**src/rtl/z80_bus_pkg.sv**
```systemverilog
// ============================================================================
// Module : z80_bus_pkg
// Brief  : Shared types and constants for the Z80 bus responder and tracer.
// Rev    : 1.0  initial release
// ============================================================================
`timescale 1ns/1ps
`default_nettype none

package z80_bus_pkg;

    typedef enum logic [2:0] {
        ST_IDLE   = 3'd0,
        ST_RD_REQ = 3'd1,
        ST_RD_DRV = 3'd2,
        ST_WR_ARM = 3'd3,
        ST_WR_REQ = 3'd4,
        ST_WR_END = 3'd5,
        ST_ABORT  = 3'd6
    } resp_state_t;

    typedef struct packed {
        logic M1_n;
        logic MREQ_n;
        logic IORQ_n;
        logic RD_n;
        logic WR_n;
        logic RFSH_n;
    } z80_ctrl_t;

    // Value a floating (pulled-up) data bus reads as; returned on aborted reads.
    localparam byte Z80_FLOAT_BYTE = 8'hFF;

endpackage

`default_nettype wire

```
**src/rtl/z80_cycle_decode.sv**
```systemverilog
// ============================================================================
// Module : z80_cycle_decode
// Brief  : Combinational Z80 cycle classifier (read / write-pending / INTA).
// Rev    : 1.0  initial release
// ============================================================================
`timescale 1ns/1ps
`default_nettype none

module z80_cycle_decode
    import z80_bus_pkg::*;
#(
    parameter logic [15:0] MEM_BASE = 16'h8000,
    parameter logic [15:0] MEM_MASK = 16'hC000,
    parameter logic [7:0]  IO_PORT  = 8'h10
) (
    input  z80_ctrl_t   ctrl_i,
    input  logic [15:0] addr_i,
    output logic        rd_o,
    output logic        wrpd_o,
    output logic        inta_o,
    output logic        io_o,
    output logic        wr_act_o,
    output logic        cycle_end_o
);

    logic w_mem_hit;
    logic w_io_hit;
    logic w_mem_sel;
    logic w_io_sel;

    assign w_mem_hit = (addr_i & MEM_MASK) == MEM_BASE;
    assign w_io_hit  = addr_i[7:0] == IO_PORT;
    assign w_mem_sel = w_mem_hit & ~ctrl_i.MREQ_n;
    assign w_io_sel  = w_io_hit & ~ctrl_i.IORQ_n & ctrl_i.M1_n;

    // Refresh cycles put a row address on A that may alias the window; never claim them.
    assign rd_o        = ~ctrl_i.RD_n & ctrl_i.RFSH_n & (w_mem_sel | w_io_sel);
    assign wrpd_o      = ctrl_i.RD_n & ctrl_i.RFSH_n & ((w_mem_sel & ctrl_i.M1_n) | w_io_sel);
    assign inta_o      = ~ctrl_i.M1_n & ~ctrl_i.IORQ_n;
    assign io_o        = ~ctrl_i.IORQ_n;
    assign wr_act_o    = ~ctrl_i.WR_n;
    assign cycle_end_o = ctrl_i.MREQ_n & ctrl_i.IORQ_n;

endmodule

`default_nettype wire

```
**src/rtl/z80_bus_responder.sv**
```systemverilog
// ============================================================================
// Module : z80_bus_responder
// Brief  : Target-side Z80 bus agent bridging one memory window and one IO
//          port to a req/ack backend, stretching cycles with WAIT_n.
//          Optional macro Z80_RESP_INTA_EN answers interrupt acknowledge.
// Rev    : 1.0  initial release
// ============================================================================
`timescale 1ns/1ps
`default_nettype none

module z80_bus_responder
    import z80_bus_pkg::*;
#(
    parameter logic [15:0] MEM_BASE    = 16'h8000,
    parameter logic [15:0] MEM_MASK    = 16'hC000,
    parameter logic [7:0]  IO_PORT     = 8'h10,
    parameter int          ACK_TIMEOUT = 64,
    parameter logic [7:0]  INTA_VECTOR = 8'hFF
) (
    input  logic        CLK_n,
    input  logic        RESET,
    input  logic        M1_n,
    input  logic        MREQ_n,
    input  logic        IORQ_n,
    input  logic        RD_n,
    input  logic        WR_n,
    input  logic        RFSH_n,
    input  logic [15:0] A,
    input  logic [7:0]  D_in,
    output logic [7:0]  D_out,
    output logic        D_oe,
    output logic        WAIT_n,
    output logic        mem_req,
    output logic        mem_we,
    output logic        mem_io,
    output logic [15:0] mem_addr,
    output logic [7:0]  mem_wdata,
    input  logic        mem_ack,
    input  logic [7:0]  mem_rdata,
    output logic        err_sticky
);

    localparam int                 c_cnt_w    = $clog2(ACK_TIMEOUT + 1);
    localparam logic [c_cnt_w-1:0] c_cnt_last = c_cnt_w'(ACK_TIMEOUT - 1);

    z80_ctrl_t w_ctrl;
    logic      w_rd;
    logic      w_wrpd;
    logic      w_inta;
    logic      w_io;
    logic      w_wr_act;
    logic      w_cycle_end;
    logic      w_inta_claim;

    resp_state_t        state_q;
    logic [c_cnt_w-1:0] cnt_q;
    logic [7:0]         d_out_q;
    logic               d_oe_q;
    logic               wait_n_q;
    logic               mem_req_q;
    logic               mem_we_q;
    logic               mem_io_q;
    logic [15:0]        mem_addr_q;
    logic [7:0]         mem_wdata_q;
    logic               err_q;

    assign w_ctrl = {M1_n, MREQ_n, IORQ_n, RD_n, WR_n, RFSH_n};

    z80_cycle_decode #(
        .MEM_BASE (MEM_BASE),
        .MEM_MASK (MEM_MASK),
        .IO_PORT  (IO_PORT)
    ) u_decode (
        .ctrl_i      (w_ctrl),
        .addr_i      (A),
        .rd_o        (w_rd),
        .wrpd_o      (w_wrpd),
        .inta_o      (w_inta),
        .io_o        (w_io),
        .wr_act_o    (w_wr_act),
        .cycle_end_o (w_cycle_end)
    );

`ifdef Z80_RESP_INTA_EN
    assign w_inta_claim = w_inta;
`else
    logic unused_inta;
    assign w_inta_claim = 1'b0;
    assign unused_inta  = w_inta;
`endif

    always_ff @(posedge CLK_n or posedge RESET) begin
        if (RESET) begin
            state_q     <= ST_IDLE;
            cnt_q       <= '0;
            d_out_q     <= 8'h00;
            d_oe_q      <= 1'b0;
            wait_n_q    <= 1'b1;
            mem_req_q   <= 1'b0;
            mem_we_q    <= 1'b0;
            mem_io_q    <= 1'b0;
            mem_addr_q  <= 16'h0000;
            mem_wdata_q <= 8'h00;
            err_q       <= 1'b0;
        end else begin
            case (state_q)
                ST_IDLE: begin
                    // INTA drive is held for as long as IORQ_n stays low.
                    d_oe_q <= w_inta_claim;
                    if (w_inta_claim) begin
                        d_out_q <= INTA_VECTOR;
                    end
                    if (w_rd) begin
                        state_q    <= ST_RD_REQ;
                        wait_n_q   <= 1'b0;
                        mem_req_q  <= 1'b1;
                        mem_we_q   <= 1'b0;
                        mem_io_q   <= w_io;
                        mem_addr_q <= A;
                        cnt_q      <= '0;
                    end else if (w_wrpd) begin
                        state_q  <= ST_WR_ARM;
                        wait_n_q <= 1'b0;
                    end
                end
                ST_RD_REQ: begin
                    if (mem_ack) begin
                        state_q   <= ST_RD_DRV;
                        d_out_q   <= mem_rdata;
                        d_oe_q    <= 1'b1;
                        wait_n_q  <= 1'b1;
                        mem_req_q <= 1'b0;
                    end else if (cnt_q == c_cnt_last) begin
                        state_q   <= ST_ABORT;
                        d_out_q   <= Z80_FLOAT_BYTE;
                        d_oe_q    <= 1'b1;
                        wait_n_q  <= 1'b1;
                        mem_req_q <= 1'b0;
                        err_q     <= 1'b1;
                    end else begin
                        cnt_q <= cnt_q + 1'b1;
                    end
                end
                ST_RD_DRV: begin
                    if (RD_n || w_cycle_end) begin
                        state_q <= ST_IDLE;
                        d_oe_q  <= 1'b0;
                    end
                end
                ST_WR_ARM: begin
                    if (w_cycle_end) begin
                        state_q  <= ST_IDLE;
                        wait_n_q <= 1'b1;
                    end else if (w_wr_act) begin
                        state_q     <= ST_WR_REQ;
                        mem_wdata_q <= D_in;
                        mem_addr_q  <= A;
                        mem_io_q    <= w_io;
                        mem_req_q   <= 1'b1;
                        mem_we_q    <= 1'b1;
                        cnt_q       <= '0;
                    end
                end
                ST_WR_REQ: begin
                    if (mem_ack) begin
                        state_q   <= ST_WR_END;
                        wait_n_q  <= 1'b1;
                        mem_req_q <= 1'b0;
                    end else if (cnt_q == c_cnt_last) begin
                        state_q   <= ST_ABORT;
                        wait_n_q  <= 1'b1;
                        mem_req_q <= 1'b0;
                        err_q     <= 1'b1;
                    end else begin
                        cnt_q <= cnt_q + 1'b1;
                    end
                end
                ST_WR_END: begin
                    if (!w_wr_act) begin
                        state_q <= ST_IDLE;
                    end
                end
                ST_ABORT: begin
                    // One dead cycle so a late ack lands here and is dropped.
                    if (mem_we_q) begin
                        state_q <= ST_WR_END;
                    end else if (RD_n || w_cycle_end) begin
                        state_q <= ST_IDLE;
                        d_oe_q  <= 1'b0;
                    end else begin
                        state_q <= ST_RD_DRV;
                    end
                end
                default: begin
                    state_q <= ST_IDLE;
                end
            endcase
        end
    end

    assign D_out      = d_out_q;
    assign D_oe       = d_oe_q;
    assign WAIT_n     = wait_n_q;
    assign mem_req    = mem_req_q;
    assign mem_we     = mem_we_q;
    assign mem_io     = mem_io_q;
    assign mem_addr   = mem_addr_q;
    assign mem_wdata  = mem_wdata_q;
    assign err_sticky = err_q;

endmodule

`default_nettype wire

```
**config.mk**
```make
export PLATFORM = sky130hd
export DESIGN_NAME = z80_bus_responder
export DESIGN_NICKNAME = d
export VERILOG_FILES = /design/src/rtl/z80_bus_pkg.sv /design/src/rtl/z80_cycle_decode.sv /design/src/rtl/z80_bus_responder.sv
export SDC_FILE = /design/constraint.sdc
export NUM_CORES = 1
export LEC_CHECK = 0
export CAP_MARGIN = 25
export CORE_ASPECT_RATIO = 0.6
export CORE_MARGIN = 5
export CORE_UTILIZATION = 45
export DETAILED_ROUTE_END_ITERATION = 10
export PLACE_DENSITY = 0.83
export SLEW_MARGIN = 20
export SYNTH_ARGS = -nofsm -noshare
export SYNTH_HDL_FRONTEND = slang
export SYNTH_SLANG_ARGS = --single-unit
```
**constraint.sdc**
```tcl
create_clock -name CLK_n -period 2.47 [get_ports CLK_n]
set_input_delay 0.494 -clock CLK_n [delete_from_list [all_inputs] [get_ports CLK_n]]
set_output_delay 0.494 -clock CLK_n [all_outputs]
set_load 0.005 [all_outputs]
```
==> impl_metrics.json, run 1 <==
{
  "synth_top_area_cell": "dfrtp_1",
  "power_w": 0.00336,
  "area_growth_pct": 42.4,
  "clkSinkCount": 48,
  "antenna_found_initial": 0,
  "synthTopCellsByArea": "dfrtp_1 (51%), mux2_2 (7.8%), mux2_4 (5.2%)",
  "vias": 1932,
  "critical_path_class": "input port to flip-flop",
  "ys_seq_area_share_pct": 52.3,
  "drt_iter0_markers": 103,
  "pin_count": 79,
  "ys_top_cells_by_count": "dfrtp_1 (47), mux2_2 (16), nand2_1 (16)",
  "grt.total_usage_pct": 19.3,
  "hold_class": "flip-flop to flip-flop",
  "io_buffers": 78,
  "clock_path_buffers": 2,
  "critical_path.startpoint": "IORQ_n",
  "crit_arrival_ns": 2.39,
  "rsz0062_at_grt": "no",
  "synth-xor-area-share_pct": 0,
  "muxShareOfSynthArea_pct": 13.5,
  "fillers": 385,
  "synth_top_family_by_area": "compound AO/OA/AOI/OAI gates",
  "synthAdderAreaFrac_pct": 0.544,
  "setup_viol": 0,
  "synth_edf_count": 0,
  "h-tree-depth": 2,
  "cts_tree": "yes",
  "status": "finished, final reports clean",
  "nets": 323,
  "r2r_cells": 6,
  "synth_most_common_cell": "dfrtp_1",
  "synthSimpleGateAreaFrac_pct": 11.4,
  "syn_area_um2": 2300,
  "n_antenna_cell": 0,
  "dieArea_um2": 6690,
  "drv_cap": 0,
  "worst_slack_ns": 0.278,
  "ys.flop_type": "dfrtp_1",
  "drtAntennaViolNets": 0,
  "synth_compound_area_share_pct": 18.3,
  "reg2reg_from": "cnt_q[0]",
  "wl_per_cell_um": 17.2,
  "leakagePower_nw": 1.40,
  "async_flop_share_pct": 100,
  "slowest_stage": "clkdlybuf4s50_1",
  "post_cts_buffers": 0,
  "powerDensity_nw_per_um2": 1030,
  "end_kind": "flip-flop",
  "numCtsBuffers": 5,
  "clk_latency_ns": 0.30,
  "final_layout_size_suffix_gt1_share_pct": 17.4,
  "drv_slew": 0,
  "pre_cts_ws_ns": -0.0320,
  "die_h_um": 65.4,
  "core-area_um2": 5000,
  "initial_utilization_pct": 46.0,
  "cts-root-buf": "clkbuf_8",
  "period_minus_slack_ns": 2.19,
  "grt_remaining_overflow": 0,
  "holdBufCountCts": 0,
  "fin_util_pct": 65.5,
  "ff2ff_setup_slack_ns": 0.38,
  "gp_congestion": 0.875,
  "drt_pass1_iterations": 4,
  "fmax_mhz": 456,
  "grt_pass1_vias": 1910,
  "synth_cell_types": 55,
  "synth_fp_nets": 238,
  "post_cts_resized": 0,
  "synth.top_cell.area_share_pct": 51.1,
  "yosys_warnings": 0,
  "worstReg2RegEnd": "state_q[1]",
  "clkTransAtPathRegs_ns": 0.09,
  "max_slew_margin_pct": 59.2,
  "critical_path.max_fanout": 5,
  "crit_path_start_kind": "input port",
  "max_stage_delay_ns": 0.52,
  "period_share_pct": 88.8,
  "hold_viol_final": 0,
  "worst_pin_slew_ns": 0.608,
  "finalClockSkew_ns": 0.00439,
  "fin_cells": 348,
  "routed_wirelength_mm": 5.98,
  "grt_pass1_wl_mm": 9.85,
  "num_rows": 20,
  "ys_ff_latch": 48,
  "avgSynthCellArea_um2": 11.7,
  "critical_path_required_ns": 2.67,
  "drcViolationCount": 0,
  "crit_end": "cnt_q[1]",
  "dpl.hpwl_mm": 4.60,
  "drt-vias-per-instance": 5.55,
  "ir_worst_vdd_uv": 605,
  "dp_cells": 340,
  "crit_path_cell_trace": "clkdlybuf4s50_1 -> nor4b_1 -> buf_4 -> nand4b_1 -> a31oi_1 -> nand2_1 -> a22o_1",
  "synth_cells": 196,
  "grt_max_degree": 26,
  "dieWidth_um": 102
}
[worst min-delay path by stage]
stage,depth (start not counted),startpoint,to
floorplan,2,err_sticky,err_sticky
detailed placement,2,err_sticky,err_sticky
global route,1,cnt_q[0],cnt_q[0]
CTS,2,err_sticky,err_sticky
finish,2,err_sticky,err_sticky
global placement,2,err_sticky,err_sticky
[power by group]
part           switching, W  leakage (nW)  total (W)  internal, W
Clock              0.000270        0.0445   0.000498     0.000228
Sequential         0.000256         0.587    0.00139      0.00113
Combinational      0.000501         0.772    0.00148     0.000976
[stage by stage]
step / TNS, ns / instance area [um^2] / hold WS, ns
3_5_place_dp: -0.205 / 3180 / 0.471
4_1_cts: 0 / 3280 / 0.492
3_3_place_gp: -0.286 / 3180 / 0.457
6_report: 0 / 3280 / 0.478
5_1_grt: 0 / 3280 / 0.530
2_1_floorplan: 0 / 2300 / 0.454
[flip-flops by register name, indices dropped and copies added, names as in the netlist]
register	cells
D_oe	1
mem_io	1
cnt_q	7
mem_addr	16
WAIT_n	1
err_sticky	1
mem_we	1
state_q	3
mem_wdata	8
mem_req	1
D_out	8
[critical path, delay by kind of cell]
| kind | cells | cell delay [ns] |
|---|---|---|
| buf+inv | 2 | 0.71 |
| compound gates | 2 | 0.53 |
| simple gates | 3 | 0.64 |
[cells in the final DEF (no fill, tap or decap), types with 2 or more instances in the layout]
| master | n |
|---|---|
| mux2_2 | 16 |
| clkdlybuf4s50_1 | 78 |
| o22a_1 | 9 |
| a31oi_1 | 6 |
| nor2b_1 | 2 |
| or3_1 | 4 |
| buf_4 | 7 |
| nand2b_1 | 2 |
| a21oi_1 | 10 |
| o41ai_1 | 2 |
| o21ai_0 | 4 |
| nand2_1 | 16 |
| nor2_1 | 10 |
| inv_1 | 9 |
| dfrtp_1 | 47 |
| mux2_4 | 8 |
| a22o_1 | 2 |
| and3_1 | 3 |
| clkbuf_8 | 6 |
| nand3_1 | 3 |
[cells by family after synthesis]
family / Yosys count
mux: 25
simple gates: 49
flops: 48
fa+ha+maj: 1
compound gates: 55
buf+inv: 18
[layout make-up]
| type | count | area, um^2 | area share [%] |
|---|---|---|---|
| clock inverter | 1 | 7.51 | 0.229 |
| inverter | 10 | 37.5 | 1.15 |
| timing repair buffer | 86 | 853 | 26.1 |
| tap | 66 | 82.6 | 2.52 |
| multi-input combinational | 130 | 1010 | 30.7 |
| sequential | 48 | 1200 | 36.7 |
| clock buffer | 7 | 86.3 | 2.64 |
[layer usage]
layer / GRT usage [%] / routed length [um]
met1: 29.3 / 2880
met2: 27.1 / 2540
met3: 5.83 / 534
met4: 3.44 / 31
met5: 0 / 0
No activity file was read; power rests on OpenSTA's default activity.
==> run 2, diff against run 1 <==
--- a/config.mk
+++ b/config.mk
@@ -9,6 +9,7 @@
 export CORE_ASPECT_RATIO = 0.6
 export CORE_MARGIN = 5
 export CORE_UTILIZATION = 45
+export CTS_CLUSTER_SIZE = 24
 export DETAILED_ROUTE_END_ITERATION = 10
 export PLACE_DENSITY = 0.83
 export SLEW_MARGIN = 20
==> results of run 2 <==
No change in the layout: final DEF, timing and power equal those of run 1.
